===== src/rtl/spi_fl_read_seq_pkg.sv =====
// Shared definitions for the SPI flash block-read sequencer: default opcodes,
// frame encodings, FSM state type and address-arithmetic helpers.
package spi_fl_read_seq_pkg;

  localparam logic [7:0] CmdRd1Def   = 8'h0B;
  localparam logic [7:0] CmdRd4Def   = 8'h6B;
  localparam logic [7:0] CmdRd14bDef = 8'h0C;
  localparam logic [7:0] CmdRd44bDef = 8'h6C;
  localparam logic [3:0] DummyRdDef  = 4'd8;

  localparam logic [2:0] CommtypeRead   = 3'b100;
  localparam logic [1:0] SpimodeSingle  = 2'b00;
  localparam logic [1:0] SpimodeQuad    = 2'b10;
  localparam logic [6:0] NdataBits      = 7'd32;
  localparam logic [9:0] FrameStructDef = 10'h000;
  localparam logic [1:0] XipbitDef      = 2'b00;

  typedef enum logic [1:0] {StIdle, StIssue, StWait, StDone} state_e;

  // Word-align the start address; 3-byte mode keeps only the low 24 bits.
  function automatic logic [31:0] align_addr(input logic [31:0] a, input logic four_byte);
    if (four_byte) return {a[31:2], 2'b00};
    return {8'h00, a[23:2], 2'b00};
  endfunction

  // Advance by one word, wrapping within the active address width.
  function automatic logic [31:0] next_addr(input logic [31:0] a, input logic four_byte);
    logic [23:0] lo;
    if (four_byte) return a + 32'd4;
    lo = a[23:0] + 24'd4;
    return {8'h00, lo};
  endfunction

endpackage


===== src/rtl/spi_fl_read_seq_if.sv =====
// Bus bundle for spi_fl_read_seq: block-read request, read-data stream and the
// frame-control/handshake signals towards spi_master_fl.
//  slave  : view of the sequencer itself
//  master : view of the surrounding logic (requester, consumer, SPI master)
interface spi_fl_read_seq_if;
  import spi_fl_read_seq_pkg::*;

  // Request side
  logic        req_valid;
  logic        req_ready;
  logic [31:0] req_addr;
  logic [7:0]  req_nwords;
  logic        req_quad;
  logic        req_4b;
  logic        done;
  logic        busy;
  // Read-data stream
  logic        rd_valid;
  logic        rd_ready;
  logic [31:0] rd_data;
  // SPI master frame control
  logic [7:0]  command;
  logic [31:0] address;
  logic [2:0]  commtype;
  logic [6:0]  ndata_bits;
  logic [3:0]  dummy_cycles;
  logic [9:0]  frame_struct;
  logic [1:0]  xipbit_en;
  logic        manualframe_en;
  logic [1:0]  spimode;
  logic        fourbyteaddr_on;
  logic        validflag;
  logic        tready;
  logic        validflag_out;
  logic [31:0] data_out;

  modport slave (
    input  req_valid, req_addr, req_nwords, req_quad, req_4b, rd_ready,
           tready, validflag_out, data_out,
    output req_ready, done, busy, rd_valid, rd_data, command, address, commtype,
           ndata_bits, dummy_cycles, frame_struct, xipbit_en, manualframe_en,
           spimode, fourbyteaddr_on, validflag
  );

  modport master (
    output req_valid, req_addr, req_nwords, req_quad, req_4b, rd_ready,
           tready, validflag_out, data_out,
    input  req_ready, done, busy, rd_valid, rd_data, command, address, commtype,
           ndata_bits, dummy_cycles, frame_struct, xipbit_en, manualframe_en,
           spimode, fourbyteaddr_on, validflag
  );

endinterface


===== src/rtl/spi_fl_rdfifo.sv =====
// First-word-fall-through synchronous FIFO for returned read words.
//  push_i/data_i : write side (push ignored when full unless a pop frees a slot)
//  full_o        : no free entry
//  pop_i         : consumer ready; pops only when an entry is present
//  valid_o/data_o: head entry visible whenever the FIFO is non-empty
module spi_fl_rdfifo #(
  parameter int unsigned Depth = 4,
  parameter int unsigned Width = 32
) (
  input  logic             clk_i,
  input  logic             rst_ni,
  input  logic             push_i,
  input  logic [Width-1:0] data_i,
  output logic             full_o,
  input  logic             pop_i,
  output logic             valid_o,
  output logic [Width-1:0] data_o
);

  localparam int unsigned PtrW = $clog2(Depth);

  logic [Width-1:0] mem_q [Depth];
  logic [PtrW-1:0]  wr_q, wr_d, rd_q, rd_d;
  logic [PtrW:0]    cnt_q, cnt_d;
  logic             push_ok, pop_ok;

  assign full_o  = (cnt_q == (PtrW+1)'(Depth));
  assign valid_o = (cnt_q != '0);
  assign data_o  = mem_q[rd_q];

  assign pop_ok  = pop_i & valid_o;
  assign push_ok = push_i & (~full_o | pop_ok);

  always_comb begin
    wr_d  = wr_q;
    rd_d  = rd_q;
    cnt_d = cnt_q;
    if (push_ok) wr_d = wr_q + PtrW'(1);
    if (pop_ok)  rd_d = rd_q + PtrW'(1);
    unique case ({push_ok, pop_ok})
      2'b10:   cnt_d = cnt_q + (PtrW+1)'(1);
      2'b01:   cnt_d = cnt_q - (PtrW+1)'(1);
      default: cnt_d = cnt_q;
    endcase
  end

  always_ff @(posedge clk_i or negedge rst_ni) begin
    if (!rst_ni) begin
      wr_q  <= '0;
      rd_q  <= '0;
      cnt_q <= '0;
    end else begin
      wr_q  <= wr_d;
      rd_q  <= rd_d;
      cnt_q <= cnt_d;
    end
  end

  // Storage needs no reset: entries are only visible once counted in.
  always_ff @(posedge clk_i) begin
    if (push_ok) mem_q[wr_q] <= data_i;
  end

endmodule


===== src/rtl/spi_fl_read_seq.sv =====
// Block-read command sequencer in front of spi_master_fl. Accepts a request
// (start address, word count, quad/4-byte flags), issues one 32-bit read frame
// per word via validflag/tready, and queues each returned word in a FWFT FIFO.
//  clk_i, rst_ni : clock, asynchronous active-low reset
//  bus           : request, read-data stream and master frame-control signals
module spi_fl_read_seq
  import spi_fl_read_seq_pkg::*;
#(
  parameter int unsigned FifoDepth = 4,
  parameter logic [7:0]  CmdRd1    = CmdRd1Def,
  parameter logic [7:0]  CmdRd4    = CmdRd4Def,
  parameter logic [7:0]  CmdRd14b  = CmdRd14bDef,
  parameter logic [7:0]  CmdRd44b  = CmdRd44bDef,
  parameter logic [3:0]  DummyRd   = DummyRdDef
) (
  input logic                clk_i,
  input logic                rst_ni,
  spi_fl_read_seq_if.slave   bus
);

  state_e      state_q, state_d;
  logic [31:0] addr_q, addr_d;
  logic [7:0]  cnt_q, cnt_d;
  logic [7:0]  cmd_q, cmd_d;
  logic        quad_q, quad_d;
  logic        b4_q, b4_d;
  logic        vfo_q;
  logic        push;
  logic        fifo_full;
  logic        validflag;
  logic [7:0]  cmd_sel;

  always_comb begin
    cmd_sel = CmdRd1;
    unique case ({bus.req_4b, bus.req_quad})
      2'b00: cmd_sel = CmdRd1;
      2'b01: cmd_sel = CmdRd4;
      2'b10: cmd_sel = CmdRd14b;
      2'b11: cmd_sel = CmdRd44b;
      default: cmd_sel = CmdRd1;
    endcase
  end

  always_comb begin
    state_d   = state_q;
    addr_d    = addr_q;
    cnt_d     = cnt_q;
    cmd_d     = cmd_q;
    quad_d    = quad_q;
    b4_d      = b4_q;
    push      = 1'b0;
    validflag = 1'b0;
    unique case (state_q)
      StIdle: begin
        if (bus.req_valid) begin
          addr_d  = align_addr(bus.req_addr, bus.req_4b);
          cnt_d   = bus.req_nwords;
          cmd_d   = cmd_sel;
          quad_d  = bus.req_quad;
          b4_d    = bus.req_4b;
          state_d = (bus.req_nwords == 8'd0) ? StDone : StIssue;
        end
      end
      StIssue: begin
        // Only one frame is ever outstanding, so one free slot is enough.
        if (bus.tready && !fifo_full) begin
          validflag = 1'b1;
          state_d   = StWait;
        end
      end
      StWait: begin
        if (bus.validflag_out && !vfo_q) begin
          push    = 1'b1;
          addr_d  = next_addr(addr_q, b4_q);
          cnt_d   = cnt_q - 8'd1;
          state_d = (cnt_q == 8'd1) ? StDone : StIssue;
        end
      end
      StDone:  state_d = StIdle;
      default: state_d = StIdle;
    endcase
  end

  always_ff @(posedge clk_i or negedge rst_ni) begin
    if (!rst_ni) begin
      state_q <= StIdle;
      addr_q  <= '0;
      cnt_q   <= '0;
      cmd_q   <= '0;
      quad_q  <= 1'b0;
      b4_q    <= 1'b0;
      vfo_q   <= 1'b0;
    end else begin
      state_q <= state_d;
      addr_q  <= addr_d;
      cnt_q   <= cnt_d;
      cmd_q   <= cmd_d;
      quad_q  <= quad_d;
      b4_q    <= b4_d;
      vfo_q   <= bus.validflag_out;
    end
  end

  spi_fl_rdfifo #(
    .Depth (FifoDepth),
    .Width (32)
  ) u_rdfifo (
    .clk_i   (clk_i),
    .rst_ni  (rst_ni),
    .push_i  (push),
    .data_i  (bus.data_out),
    .full_o  (fifo_full),
    .pop_i   (bus.rd_ready),
    .valid_o (bus.rd_valid),
    .data_o  (bus.rd_data)
  );

  assign bus.req_ready       = (state_q == StIdle);
  assign bus.busy            = (state_q != StIdle);
  assign bus.done            = (state_q == StDone);
  assign bus.validflag       = validflag;
  assign bus.command         = cmd_q;
  assign bus.address         = addr_q;
  assign bus.spimode         = quad_q ? SpimodeQuad : SpimodeSingle;
  assign bus.fourbyteaddr_on = b4_q;
  assign bus.commtype        = CommtypeRead;
  assign bus.ndata_bits      = NdataBits;
  assign bus.dummy_cycles    = DummyRd;
  assign bus.frame_struct    = FrameStructDef;
  assign bus.xipbit_en       = XipbitDef;
  assign bus.manualframe_en  = 1'b0;

endmodule

===== src/flat_wrapper.sv =====
// flat-port wrapper written by rule: the top's interface ports become plain ports
module spi_fl_read_seq_flat import spi_fl_read_seq_pkg::*;
#(
  parameter int unsigned FifoDepth = 4,
  parameter logic [7:0]  CmdRd1    = CmdRd1Def,
  parameter logic [7:0]  CmdRd4    = CmdRd4Def,
  parameter logic [7:0]  CmdRd14b  = CmdRd14bDef,
  parameter logic [7:0]  CmdRd44b  = CmdRd44bDef,
  parameter logic [3:0]  DummyRd   = DummyRdDef
)
  (clk_i, rst_ni, bus_req_valid, bus_req_addr, bus_req_nwords, bus_req_quad, bus_req_4b, bus_rd_ready, bus_tready, bus_validflag_out, bus_data_out, bus_req_ready, bus_done, bus_busy, bus_rd_valid, bus_rd_data, bus_command, bus_address, bus_commtype, bus_ndata_bits, bus_dummy_cycles, bus_frame_struct, bus_xipbit_en, bus_manualframe_en, bus_spimode, bus_fourbyteaddr_on, bus_validflag);
  spi_fl_read_seq_if bus_i ();
  input logic clk_i;
  input logic rst_ni;
  input wire logic [$bits(bus_i.req_valid)-1:0] bus_req_valid;
  input wire logic [$bits(bus_i.req_addr)-1:0] bus_req_addr;
  input wire logic [$bits(bus_i.req_nwords)-1:0] bus_req_nwords;
  input wire logic [$bits(bus_i.req_quad)-1:0] bus_req_quad;
  input wire logic [$bits(bus_i.req_4b)-1:0] bus_req_4b;
  input wire logic [$bits(bus_i.rd_ready)-1:0] bus_rd_ready;
  input wire logic [$bits(bus_i.tready)-1:0] bus_tready;
  input wire logic [$bits(bus_i.validflag_out)-1:0] bus_validflag_out;
  input wire logic [$bits(bus_i.data_out)-1:0] bus_data_out;
  output wire logic [$bits(bus_i.req_ready)-1:0] bus_req_ready;
  output wire logic [$bits(bus_i.done)-1:0] bus_done;
  output wire logic [$bits(bus_i.busy)-1:0] bus_busy;
  output wire logic [$bits(bus_i.rd_valid)-1:0] bus_rd_valid;
  output wire logic [$bits(bus_i.rd_data)-1:0] bus_rd_data;
  output wire logic [$bits(bus_i.command)-1:0] bus_command;
  output wire logic [$bits(bus_i.address)-1:0] bus_address;
  output wire logic [$bits(bus_i.commtype)-1:0] bus_commtype;
  output wire logic [$bits(bus_i.ndata_bits)-1:0] bus_ndata_bits;
  output wire logic [$bits(bus_i.dummy_cycles)-1:0] bus_dummy_cycles;
  output wire logic [$bits(bus_i.frame_struct)-1:0] bus_frame_struct;
  output wire logic [$bits(bus_i.xipbit_en)-1:0] bus_xipbit_en;
  output wire logic [$bits(bus_i.manualframe_en)-1:0] bus_manualframe_en;
  output wire logic [$bits(bus_i.spimode)-1:0] bus_spimode;
  output wire logic [$bits(bus_i.fourbyteaddr_on)-1:0] bus_fourbyteaddr_on;
  output wire logic [$bits(bus_i.validflag)-1:0] bus_validflag;
  assign bus_i.req_valid = bus_req_valid;
  assign bus_i.req_addr = bus_req_addr;
  assign bus_i.req_nwords = bus_req_nwords;
  assign bus_i.req_quad = bus_req_quad;
  assign bus_i.req_4b = bus_req_4b;
  assign bus_i.rd_ready = bus_rd_ready;
  assign bus_i.tready = bus_tready;
  assign bus_i.validflag_out = bus_validflag_out;
  assign bus_i.data_out = bus_data_out;
  assign bus_req_ready = bus_i.req_ready;
  assign bus_done = bus_i.done;
  assign bus_busy = bus_i.busy;
  assign bus_rd_valid = bus_i.rd_valid;
  assign bus_rd_data = bus_i.rd_data;
  assign bus_command = bus_i.command;
  assign bus_address = bus_i.address;
  assign bus_commtype = bus_i.commtype;
  assign bus_ndata_bits = bus_i.ndata_bits;
  assign bus_dummy_cycles = bus_i.dummy_cycles;
  assign bus_frame_struct = bus_i.frame_struct;
  assign bus_xipbit_en = bus_i.xipbit_en;
  assign bus_manualframe_en = bus_i.manualframe_en;
  assign bus_spimode = bus_i.spimode;
  assign bus_fourbyteaddr_on = bus_i.fourbyteaddr_on;
  assign bus_validflag = bus_i.validflag;
  spi_fl_read_seq #(.FifoDepth(FifoDepth), .CmdRd1(CmdRd1), .CmdRd4(CmdRd4), .CmdRd14b(CmdRd14b), .CmdRd44b(CmdRd44b), .DummyRd(DummyRd)) u_core (.clk_i(clk_i), .rst_ni(rst_ni), .bus(bus_i));
endmodule

===== config.mk =====
export PLATFORM = sky130hd
export DESIGN_NAME = spi_fl_read_seq_flat
export DESIGN_NICKNAME = d
export VERILOG_FILES = /design/src/rtl/spi_fl_read_seq_pkg.sv /design/src/rtl/spi_fl_read_seq_if.sv /design/src/rtl/spi_fl_rdfifo.sv /design/src/rtl/spi_fl_read_seq.sv /design/src/flat_wrapper.sv
export SDC_FILE = /design/constraint.sdc
export NUM_CORES = 1
export LEC_CHECK = 0
export ABC_CLOCK_PERIOD_IN_PS = 5500
export CORE_UTILIZATION = 54
export DETAILED_ROUTE_END_ITERATION = 16
export GPL_TIMING_DRIVEN = 0
export MAX_ROUTING_LAYER = met4
export PLACE_DENSITY_LB_ADDON = 0.05
export SLEW_MARGIN = 20
export SYNTH_ARGS = -nofsm -noshare
export SYNTH_HDL_FRONTEND = slang
export SYNTH_SLANG_ARGS = --single-unit

===== constraint.sdc =====
create_clock -name clk_i -period 5.5 [get_ports clk_i]
set_clock_uncertainty 0.1 [all_clocks]
set_input_delay 1.375 -clock clk_i [delete_from_list [all_inputs] [get_ports clk_i]]
set_output_delay 1.375 -clock clk_i [all_outputs]
set_load 0.05 [all_outputs]

---- Yosys cells after proc, flatten, opt, wreduce, memory -nomap -nowiden ----
Memories as Yosys holds them, arrays and structs flattened.
Cells that the tools add are included.
storage, ports and cells
  register bits after elaboration ......... 60
  bits in latches ......................... 0
  memory bits (writable) .................. 128
  memory bits (read-only) ................. 0
  input port bits ......................... 80
  logic and storage cells ................. 80
  memories ................................ 1
operators by class
  add/sub/neg operators ................... 7
  $mul .................................... 0
  divide/modulo/power cells ............... 0
  magnitude comparators ................... 0
  eq/ne operators ......................... 13
  shifts and indexed selects .............. 0
  mux-type cells .......................... 31
  bitwise operators ....................... 4
  reduce and logical (&&, ||, !) cells .... 14
memories
  memory                 words  width  read ports  clocked after Yosys merged registers in  write ports  line                 source
  u_core.u_rdfifo.mem_q  4      32     1           0                                        1            spi_fl_rdfifo.sv:22  logic [Width-1:0] mem_q [Depth];
operators by type and width
  operator                                               count
  two-way mux 32 bit                                     6
  one-hot mux 32 bit (2 select lines)                    1
  adder 32 x 3 -> 32 bit, second input constant          1
  one-hot mux 8 bit (4 select lines)                     1
  adder 24 x 3 -> 24 bit, second input constant          1
  two-way mux 8 bit                                      2
  one-hot mux 8 bit (2 select lines)                     1
  two-way mux 1 bit                                      12
  two-way mux 2 bit                                      6
  == test 2 bit, second input constant                   5
  == test 8 x 1 -> 1 bit, second input constant          1
  logical NOT 8 bit                                      1
  one-hot mux 2 bit (4 select lines)                     1
  subtractor 8 x 1 -> 8 bit, second input constant       1
  == test 2 x 1 -> 1 bit, second input constant          3
  one-hot mux 3 bit (2 select lines)                     1
  AND reduction 3 bit                                    2
  nonzero test 2 bit                                     3
  adder 2 x 1 -> 2 bit, second input constant            2
  logical NOT 2 bit                                      2
  inequality test 2 x 1 -> 1 bit, second input constant  2
  adder 3 x 1 -> 3 bit, second input constant            1
  == test 3 bit, second input constant                   1
  nonzero test 3 bit                                     1
  8 further kinds                                        11

---- Longest topological paths before layout ----
  depth in word-level cells ............... 7
  gate-level depth with buffers ........... 8
  gate-level depth less buffers ........... 8

---- Cells and area by module ----
From an unflattened synthesis, not the netlist that was laid out.
second synthesis, totals
  cells, all modules ...................... 580
  area total of the unflattened synthesis .. 8169.1 sq um
modules (own cells, without submodules)
  module           instances  cells an instance  area an instance (sq um)  sequential area each (sq um)
  spi_fl_rdfifo    1          206                5048.6                    4018.9
  spi_fl_read_seq  1          374                3120.5                    1176.1

---- Worst setup path after synthesis ----
OpenSTA, ideal clock, no wires.
  kind .................................... in2out
  start point ............................. input bus_tready
  end point ............................... output bus_validflag
  data arrival time ....................... 2.624 ns
  required time ........................... 4.025 ns
  setup slack ............................. 1.401 ns
  cell stages on the path ................. 2
  path buffers ............................ 0
  cell sequence ........................... nand2_1 > nor3b_1
between the ends
  word-level cells in the longest chain between the ends .. 3
ends and longest elaborated chain
  item                line                   source
  start: declaration  flat_wrapper.sv:21     input wire logic [$bits(bus_i.tready)-1:0] bus_tready;
  logical AND 1 bit   spi_fl_read_seq.sv:66  if (bus.tready && !fifo_full) begin
  two-way mux 1 bit   spi_fl_read_seq.sv:66
  two-way mux 1 bit   spi_fl_read_seq.sv:53  unique case (state_q)
  end: declaration    flat_wrapper.sv:39     output wire logic [$bits(bus_i.validflag)-1:0] bus_validflag;
No other way between the ends.

---- Worst setup path in the final report ----
Same ends and word-level chain as after synthesis.

==> metrics <==
RSZ-0062 raised after global routing=false; largest net degree at the start of global routing=55; asr flop ratio synth=29.7%; Max VDD drop=0.000481 V; worst setup margin=1020 ps; Vias=5742; full die area=15500 sq um; Final Cycle Share=81.4%; Die X=125 microns; critical path capture point type=output pin; HPWL Detailed=13.4 mm; final layout net count=873; TritonRoute pass-1 iters=6; fmax=223 MHz; DRC Markers=0; total congestion overflow=0; register area share after synthesis=64.1%; Fillers=957; vias in the first global route=5698; Final Core Density=73.0%; Cell Area, Placed=10100 sq um; Hold Fails Final Rpt=0; outcome=finished clean; Clock Latency Late Sink=430 ps; final wirelength=19.3 mm; hold crit path type=reg2reg; port bufs=152; Slew Limit Fails=0; CTS resizes=0; # H-tree levels=4; critical-path maximum fanout=2; Total Routing Usage GR=26.6%; clock sinks=182; Bufs on Longest Clock Path=2; setup_tns=0 ps; CP Launch Type=input port; initial antenna violation count=0; Final Cell Area=10700 sq um; largest cells by area after synthesis=edfxtp_1 (47%), dfrtp_1 (17%), mux4_2 (8.9%); Initial Util=55.6%; DIE HEIGHT=125 microns; CTS tree=built; Worst Path Arrival=3000 ps; synthesized area=8110 sq um; pwr dens=570 nW/um^2; Ports=187; row count=44; top-area cell type share of the netlist area=47.4%; EDFF count, synth=128; Unique masters post-synth=62; MaxCap Viol Count=0; Worst-path clk slew=70 ps; Finish-stage setup viols=0; initial drt markers=625; prevailing post-synth register cell=edfxtp_1; worst slew pin tran=730 ps; Synth area leader=edfxtp_1; critical path type=in2out; first-pass GRT wire length=30.6 mm; post-route ant nets=0; Syn Inst Count=580; ANT cells=0; layout cells sized above 1=16.8%; post-CTS setup buffer count=0; worst endpoint required time=4030 ps; Placer Congestion=0.891; Leak=0.00384 uW; vias per cell=5.85; area delta synth->final=31.4%; Mean Syn Cell Area=14.0 sq um; Root Driver=clkbuf_16; Total Power=6070 uW; Worst slew margin=51.3%; Final min period=4480 ps; Hold-fix buffers, CTS=0; pre-CTS setup slack=1030 ps; Syn. warnings=0; mean routed wirelength per cell=19.7 microns; number of synthesized register bits=182; total clock buffers created by CTS=17; Core Area=14600 sq um
-- through the flow --
step                instances  hold slack [ps]
CTS                       982              386
finish                    982              377
floorplan                 610              360
global route              982              425
global placement          946              364
detailed placement        950              363
-- report_power, final --
part	internal (uW)	switching [uW]	total, uW
registers	1690	255	1950
logic	1060	1890	2960
clock network	633	539	1170
-- final timing paths --
path / endpoint / cells past startpoint / startpoint / slack, ps
max: bus_validflag / 4 / bus_tready / 1020
min: u_core.bus.command[3] / 1 / u_core.bus.command[3] / 380
max reg2reg: u_core.bus.address[20] / 5 / u_core.state_q[1] / 2960
min reg2reg: u_core.bus.command[3] / 1 / u_core.bus.command[3] / 380
max in group asynchronous: u_core.state_q[1] / 1 / rst_ni / 3900
min in group asynchronous: u_core.bus.address[15] / 1 / rst_ni / 900
-- critical path: stages --
cell             delay [ps]
clkdlybuf4s50_1         450
nand2_1                  70
nor3b_1                 250
clkdlybuf4s50_1         860
-- cell type report --
class	instances	area, sq um	area share [%]
Timing Repair Buffer	156	1620	15.2
Inverter	11	41.3	0.388
Tap cell	184	230	2.16
Clock buffer	17	425	3.99
Multi-Input combinational cell	354	2620	24.6
Clock inverter	15	149	1.40
Sequential cell	182	5190	48.8
Buffer	63	374	3.51
-- synth_stat cells (8+ instances only) --
cell type,n
dfrtp_1,54
o21ai_0,27
nor3_1,8
inv_1,11
o22ai_1,9
mux4_2,32
buf_4,35
nand2_1,36
nand3_1,23
nor2_1,28
edfxtp_1,128
clkbuf_1,22
a21oi_1,42
-- registers in the layout, summed over array words and instances, names as in the netlist --
| signal | cells |
|---|---|
| u_core.bus.address | 30 |
| u_core.bus.command | 4 |
| u_core.bus.fourbyteaddr_on | 1 |
| u_core.cnt_q | 8 |
| u_core.quad_q | 1 |
| u_core.state_q | 2 |
| u_core.u_rdfifo.cnt_q | 3 |
| u_core.u_rdfifo.mem_q | 128 |
| u_core.u_rdfifo.rd_q | 2 |
| u_core.u_rdfifo.wr_q | 2 |
| u_core.vfo_q | 1 |
-- layout by cell type, fill, tap and decap left out, types with 8 or more instances in the layout --
cell and instances:
clkdlybuf4s50_1 151, edfxtp_1 128, dfrtp_1 54, a21oi_1 42, nand2_1 36, buf_4 36
mux4_2 32, conb_1 32, nor2_1 28, o21ai_0 27, nand3_1 23, clkbuf_1 22
clkbuf_16 17, inv_1 11, o22ai_1 9, nor3_1 8
-- routing by layer --
layer | GRT usage [%] | share of wire [%] | vias up
li1 | - | - | 2575
met1 | 35.7 | 43 | 2853
met2 | 40.7 | 49 | 278
met3 | 4.85 | 6.1 | 36
met4 | 10.1 | 2.1 | 0
met5 | - | 0 | -
-- cells by family after synthesis --
logic type               synth area share, %
XOR/XNOR                               0.540
AND/OR/NAND/NOR                         10.1
buffers and inverters                   5.12
other                                 0.0926
adder cells (fa/ha/maj)                 1.33
flip-flops                              64.1
AO/OA/AOI/OAI                           9.23
multiplexers                            9.57
(Power assumes the default switching activity.)
